==> src/rtl/shift_unit.sv <==
// Iterative shift/rotate unit: moves up to STEP bit positions per clock.
// Requests and results use valid/ready handshakes; only one operation is in flight at a time.
module shift_unit #(
  parameter int WIDTH = 32,
  parameter int STEP  = 4
) (
  input  logic             clk,
  input  logic             rst_n,
  input  logic             in_valid,
  output logic             in_ready,
  input  logic [2:0]       op,
  input  logic [WIDTH-1:0] a,
  input  logic [WIDTH-1:0] b,
  output logic             out_valid,
  input  logic             out_ready,
  output logic [WIDTH-1:0] result,
  output logic             op_err,
  output logic             busy
);

  localparam int               RW = $clog2(WIDTH + 1);
  localparam logic [WIDTH-1:0] WV = WIDTH'(WIDTH);
  localparam logic [RW-1:0]    SV = RW'(STEP);
  localparam logic [RW-1:0]    WR = RW'(WIDTH);

  localparam logic [2:0] OP_SHL = 3'b000;
  localparam logic [2:0] OP_SHR = 3'b001;
  localparam logic [2:0] OP_SRA = 3'b010;
  localparam logic [2:0] OP_ROL = 3'b011;
  localparam logic [2:0] OP_ROR = 3'b100;

  typedef enum logic [1:0] {IDLE, BUSY, DONE} state_t;

  state_t           state, state_nxt;
  logic [WIDTH-1:0] acc, stepped;
  logic [2:0]       op_r;
  logic [RW-1:0]    rem, rem_nxt, k, n_eff;
  logic             illegal;

  // Shifts saturate at WIDTH (full b compared); rotates reduce modulo WIDTH.
  always_comb begin
    n_eff   = '0;
    illegal = 1'b0;
    case (op)
      OP_SHL, OP_SHR, OP_SRA: n_eff = (b >= WV) ? WR : RW'(b);
      OP_ROL, OP_ROR:         n_eff = RW'(b % WV);
      default:                illegal = 1'b1;
    endcase
  end

  // One partial step; k is never 0 while BUSY, so rotate complements stay below WIDTH.
  always_comb begin
    k       = (rem > SV) ? SV : rem;
    rem_nxt = rem - k;
    case (op_r)
      OP_SHL:  stepped = acc << k;
      OP_SHR:  stepped = acc >> k;
      OP_SRA:  stepped = $unsigned($signed(acc) >>> k);
      OP_ROL:  stepped = (acc << k) | (acc >> (WR - k));
      OP_ROR:  stepped = (acc >> k) | (acc << (WR - k));
      default: stepped = acc;
    endcase
  end

  always_comb begin
    state_nxt = state;
    case (state)
      IDLE:    if (in_valid) state_nxt = (n_eff == '0) ? DONE : BUSY;
      BUSY:    if (rem_nxt == '0) state_nxt = DONE;
      DONE:    if (out_ready) state_nxt = IDLE;
      default: state_nxt = IDLE;
    endcase
  end

  always_ff @(posedge clk or negedge rst_n) begin
    if (!rst_n) begin
      state  <= IDLE;
      acc    <= '0;
      op_r   <= '0;
      rem    <= '0;
      result <= '0;
      op_err <= 1'b0;
    end else begin
      state <= state_nxt;
      case (state)
        IDLE: if (in_valid) begin
          acc  <= a;
          op_r <= op;
          rem  <= n_eff;
          if (n_eff == '0) begin
            result <= a;
            op_err <= illegal;
          end
        end
        BUSY: begin
          acc <= stepped;
          rem <= rem_nxt;
          if (rem_nxt == '0) begin
            result <= stepped;
            op_err <= 1'b0;
          end
        end
        default: ;
      endcase
    end
  end

  assign in_ready  = (state == IDLE);
  assign out_valid = (state == DONE);
  assign busy      = (state != IDLE);

endmodule

==> config.mk <==
export PLATFORM = sky130hd
export DESIGN_NAME = shift_unit
export DESIGN_NICKNAME = d
export VERILOG_FILES = /design/src/rtl/shift_unit.sv
export SDC_FILE = /design/constraint.sdc
export NUM_CORES = 1
export LEC_CHECK = 0
export BUFFER_PORTS_ARGS = -buffer_cell sky130_fd_sc_hd__buf_2
export CAP_MARGIN = 15
export CORE_ASPECT_RATIO = 2
export CORE_UTILIZATION = 60
export DETAILED_ROUTE_END_ITERATION = 6
export GPL_TIMING_DRIVEN = 0
export PLACE_DENSITY = 0.82
export SLEW_MARGIN = 40
export SYNTH_ARGS = -nofsm -noshare
export SYNTH_HDL_FRONTEND = slang
export SYNTH_SLANG_ARGS = --single-unit
==> constraint.sdc <==
create_clock -name clk -period 4.9 [get_ports clk]
set_clock_uncertainty 0.05 [all_clocks]
set_input_delay 0.245 -clock clk [delete_from_list [all_inputs] [get_ports clk]]
set_output_delay 0.245 -clock clk [all_outputs]
set_load 0.01 [all_outputs]
==> results of run 1 <==
[cell usage after synthesis (all sizes together), types with 20 or more instances]
| cell | count | share of area |
|---|---|---|
| nand2 | 150 | 0.069 |
| o21ai | 99 | 0.060 |
| clkbuf | 90 | 0.041 |
| dfrtp | 76 | 0.23 |
| nor2 | 72 | 0.036 |
| a21oi | 63 | 0.038 |
| mux4 | 62 | 0.17 |
| buf | 38 | 0.023 |
| mux2i | 31 | 0.038 |
| nand3 | 28 | 0.017 |
| a211oi | 23 | 0.021 |
| mux2 | 20 | 0.027 |
| o31ai | 20 | 0.019 |
[per-layer routing]
layer | GRT overflow | global-route usage
met1 | 0 | 0.760
met2 | 24 | 0.914
met3 | 3 | 0.554
met4 | 21 | 0.717
met5 | 0 | 0.193
[kinds of logic after synthesis]
| logic type | after synthesis |
|---|---|
| AOI/OAI and AO/OA | 337 |
| and+or+nand+nor | 330 |
| buffers and inverters | 145 |
| muxes | 113 |
| DFF | 76 |
| adders and majority gates | 2 |
| xor gates and xnor gates | 2 |
| other | 1 |
[repair_timing]
action / 4_1_cts
hold buffers: 1
hold endpoints to repair: 50
setup endpoints to repair: 67
buffers inserted: 0
resized for setup: 9
[per-stage QoR]
step | cell area [µm²] | hold slack, ps | utilization | TNS [ps]
after detailed placement | 9000 | 47.2 | 0.669 | -46920
after CTS | 9300 | 34.4 | 0.692 | 0
after floorplan | 8220 | -101 | - | 0
after global placement | 8940 | 389 | 0.665 | -45650
==> flow_summary_export.csv, run 1 <==
group,metric,value,unit
floorplan,pin_count,107,
clocking,cts_buffers,9,
yosys,ys_ff_latch,76,
grt,grt.overflow.total,48,
yosys,synth_fa_ha_area_frac,0.00305,
yosys,synth_ff_type,"dfrtp_1",
floorplan,die_w,84.7,µm
yosys,ys_warn_count,0,
yosys,synth_top_family_by_area,"compound AO/OA/AOI/OAI gates",
yosys,synth_cells,1006,
grt,grt_max_degree,60,
floorplan,fp.dieH,167,µm
yosys,synthXorXnorAreaFrac,0.00213,
clocking,ctsRootBufferMaster,"clkbuf_16",
yosys,synth_compound_area_frac,0.270,
outcome,lastStage,"global routing (5_1_grt)",
yosys,synthArstFlopShare,1.00,
yosys,synth_mux_area_frac,0.236,
place,dpl.hpwl,33500,µm
yosys,syn-num-nets,1079,
yosys,syn_area,8220,µm²
yosys,avgSynthCellArea,8.17,µm²
outcome,first-error,"[ERROR GRT-0116] Global routing finished with congestion. Check the congestion regions in the DRC Viewer.",
grt,grt_pass1_wl,76200,µm
outcome,status,"stopped before the end",
grt,grt.total_usage,0.739,
yosys,yosysSeqAreaShare,0.231,
place,pre_cts_ws,-1010,ps
clocking,cts_buffer_depth,2,
place,globalplace.congestion,1.26,
clocking,htree_levels,3,
place,dp.cells,1268,
clocking,clkSinkCount,76,
floorplan,core.rowCount,60,
grt,grt_pass1_vias,11300,
yosys,ys_types,75,
floorplan,initial_core_util,0.611,
place,portBuffers,106,
yosys,synthSimpleGateAreaFrac,0.185,
yosys,synth-edff-count,0,
==> run 2: changes to the inputs <==
Settings changed: CORE_ASPECT_RATIO 2 to unset, CORE_UTILIZATION 60 to 40, PLACE_DENSITY 0.82 to unset, PLACE_DENSITY_LB_ADDON set to 0.15.
==> run 2 against run 1 <==
Compared with the run above: the flow now finishes, with violations (setup timing); synthesized area did not move; synthesized cell count unchanged.
==> flow_summary_export.csv, run 2 <==
group,metric,value,unit
yosys,synth_top_area_share,0.231,
timing,fin_setup_tns,-52.8,ps
pwr,p_leak,3.82,nW
grt,grt.total_usage,0.502,
place,dpl_cell_area,9210,µm²
floorplan,die_w,145,µm
floorplan,core,20200,µm²
outcome,status,"finished with violations",
layout,fin_area,9670,µm²
layout,area_delta_synth_final,17.7,%
worst_setup_path,rrSetupSlack,-20,ps
place,dpl.hpwl,37600,µm
layout,register_area,1900,µm²
grt,grt_max_degree,57,
outcome,violations,"setup timing",
yosys,synth-edff-count,0,
route,routed_via_density,7.51,
yosys,syn_area,8220,µm²
timing,worst_pin_slew,1020,ps
pwr,p_total,9.04,mW
pwr,ir_drop,505,µV
worst_setup_path,reg2reg_from,"rem[5]",
clocking,insertion_delay,370,ps
clocking,htree_levels,3,
yosys,synth_ff_type,"dfrtp_1",
route,vias,10500,
timing,rsz0062_at_grt,"no",
timing,final-hold-violation-count,0,
clocking,cts_tree,"yes",
worst_setup_path,r2r_cells,16,
worst_setup_path,cp_max_fo,10,
layout,biggestRegsByFlops,"acc x32, result x32, rem x6",
timing,setup_ws,-19.5,ps
layout,multi_input_area,5810,µm²
yosys,ys_warn_count,0,
route,dr.first_iter.drc_count,1882,
yosys,synth_top_area_cell,"dfrtp_1",
clocking,clkSinkCount,76,
timing,max_slew_margin,0.323,
timing,period_share,1.00,
floorplan,initial_core_util,0.407,
grt,grt_pass1_vias,9975,
timing,slew_viol_final,0,
layout,finalNonFillerCells,1401,
layout,fin_util,0.480,
yosys,ys_types,75,
place,globalplace.congestion,1.09,
place,dp.cells,1388,
worst_setup_path,cp-endpoint,"acc[17]",
route,drtAntennaViolNets,0,
grt,antenna_found_initial,0,
yosys,avgSynthCellArea,8.17,µm²
layout,antenna_cells,0,
yosys,syn-num-nets,1079,
floorplan,die-area,21100,µm²
worst_setup_path,start_kind,"register",
worst_setup_path,crit_type,"register to register",
timing,layout_min_cycle_time,4920,ps
floorplan,pin_count,107,
clocking,cts_buffers,9,
grt,grt.overflow.total,0,
layout,fin_nets,1200,
worst_setup_path,r2r_end,"acc[17]",
clocking,clk_pin_slew_worst_paths,70,ps
route,drt_wl_total,53000,µm
layout,final_common_cell,"nand2_1",
floorplan,core.rowCount,52,
worst_hold_path,hold_path.class,"input pin to register",
timing,finalSetupViolCount,5,
yosys,yosys-top-cells-area,"dfrtp_1 (23%), mux4_2 (16%), nand2_1 (6.9%)",
route,drt-wirelength-per-cell,37.9,µm
place,portBuffers,106,
worst_setup_path,critPathArrivalTime,5110,ps
route,drcViolationCount,0,
grt,grt_pass1_wl,74300,µm
yosys,synthArstFlopShare,1.00,
timing,maxClockFrequency,0.203,GHz
layout,nFillCells,2060,
worst_setup_path,critPathCaptureType,"register",
yosys,yosysSeqAreaShare,0.231,
worst_setup_path,crit_path_start,"rem[5]",
floorplan,fp.dieH,145,µm
route,firstDrtPassIters,7,
yosys,yosysMostFrequentCell,"nand2_1",
yosys,synth_cells,1006,
yosys,synth_commonest_cells,"nand2_1 (150), o21ai_0 (92), clkbuf_1 (90)",
clocking,ctsRootBufferMaster,"clkbuf_16",
clocking,post-cts-setup-buffers,0,
pwr,power_density,935,nW/µm²
flow_run,drv_cap,0,
worst_setup_path,critPathRequiredTime,5090,ps
layout,layout-drive-gt1-share,0.257,
yosys,ys_ff_latch,76,
clocking,cts_buffer_depth,2,
layout,most-common-layout-cells,"nand2_1 (150), buf_2 (122), o21ai_0 (90)",
run 2: cell counts after synthesis:
No cell type changed its count.
run 2: metal layers:
layer	routed length [µm]	part of all wire	vias to the layer above	global-route usage
li1	-	-	4052	-
met1	19800	0.37	5097	0.655
met2	21300	0.40	1074	0.702
met3	8080	0.15	297	0.203
met4	3820	0.072	0	0.277
met5	0	0	-	0
run 2: through the flow:
step	setup slack [ps]	hold slack, ps
5_1_grt	9.44	23.6
4_1_cts	7.76	13.9
3_5_place_dp	-1460	76.5
6_report	-19.5	6.80
3_3_place_gp	-1510	386
2_1_floorplan	802	-101
run 2: worst max-delay path: stages, from the launching register on:
cell,delay (ps)
dfrtp_1,380
buf_6,140
or4_4,530
buf_6,190
nor2_8,200
inv_4,130
buf_4,250
clkbuf_4,290
ha_4,200
clkbuf_1,200
inv_1,360
nor2_1,130
or2_2,480
a211oi_1,540
a221oi_1,130
buf_2,220
o31ai_1,350
run 2: layout make-up:
cell class,instances,area share
buffer,124,0.0585
clock buffer,9,0.0233
clock inverter,6,0.0142
inverter,17,0.00724
multi-input combinational,785,0.601
sequential,76,0.197
tap,270,0.0349
timing repair buffer,114,0.0642
run 2: logic make-up after synthesis:
family	after synthesis	share of synthesized area
xor+xnor	2	0.00213
compound gates	337	0.270
other cells	1	0.000456
simple gates	330	0.185
buf+inv	145	0.0723
mux	113	0.236
flops	76	0.231
fa+ha+maj	2	0.00305
run 2: how the worst min path moves through the flow:
stage                    from         end  depth (start not counted)
finish              out_ready    state[1]                          2
global route        out_ready    state[1]                          2
global placement    out_ready    state[1]                          2
floorplan               rst_n      acc[0]                          0
CTS                 out_ready    state[1]                          2
detailed placement      rst_n  result[28]                          1
run 2: where the power goes:
group / switching [mW] / internal, mW
Sequential: 0.406 / 0.944
Combinational: 4.66 / 2.14
Clock: 0.340 / 0.549
Total: 5.41 / 3.63
run 2: timing repair:
item,4_1_cts,5_1_grt
endpoints found under the setup margin,67,43
hold buffers,1,0
resized for setup,24,7
hold endpoints to repair,20,0
Note: power is estimated with default switching activity, not from simulation.
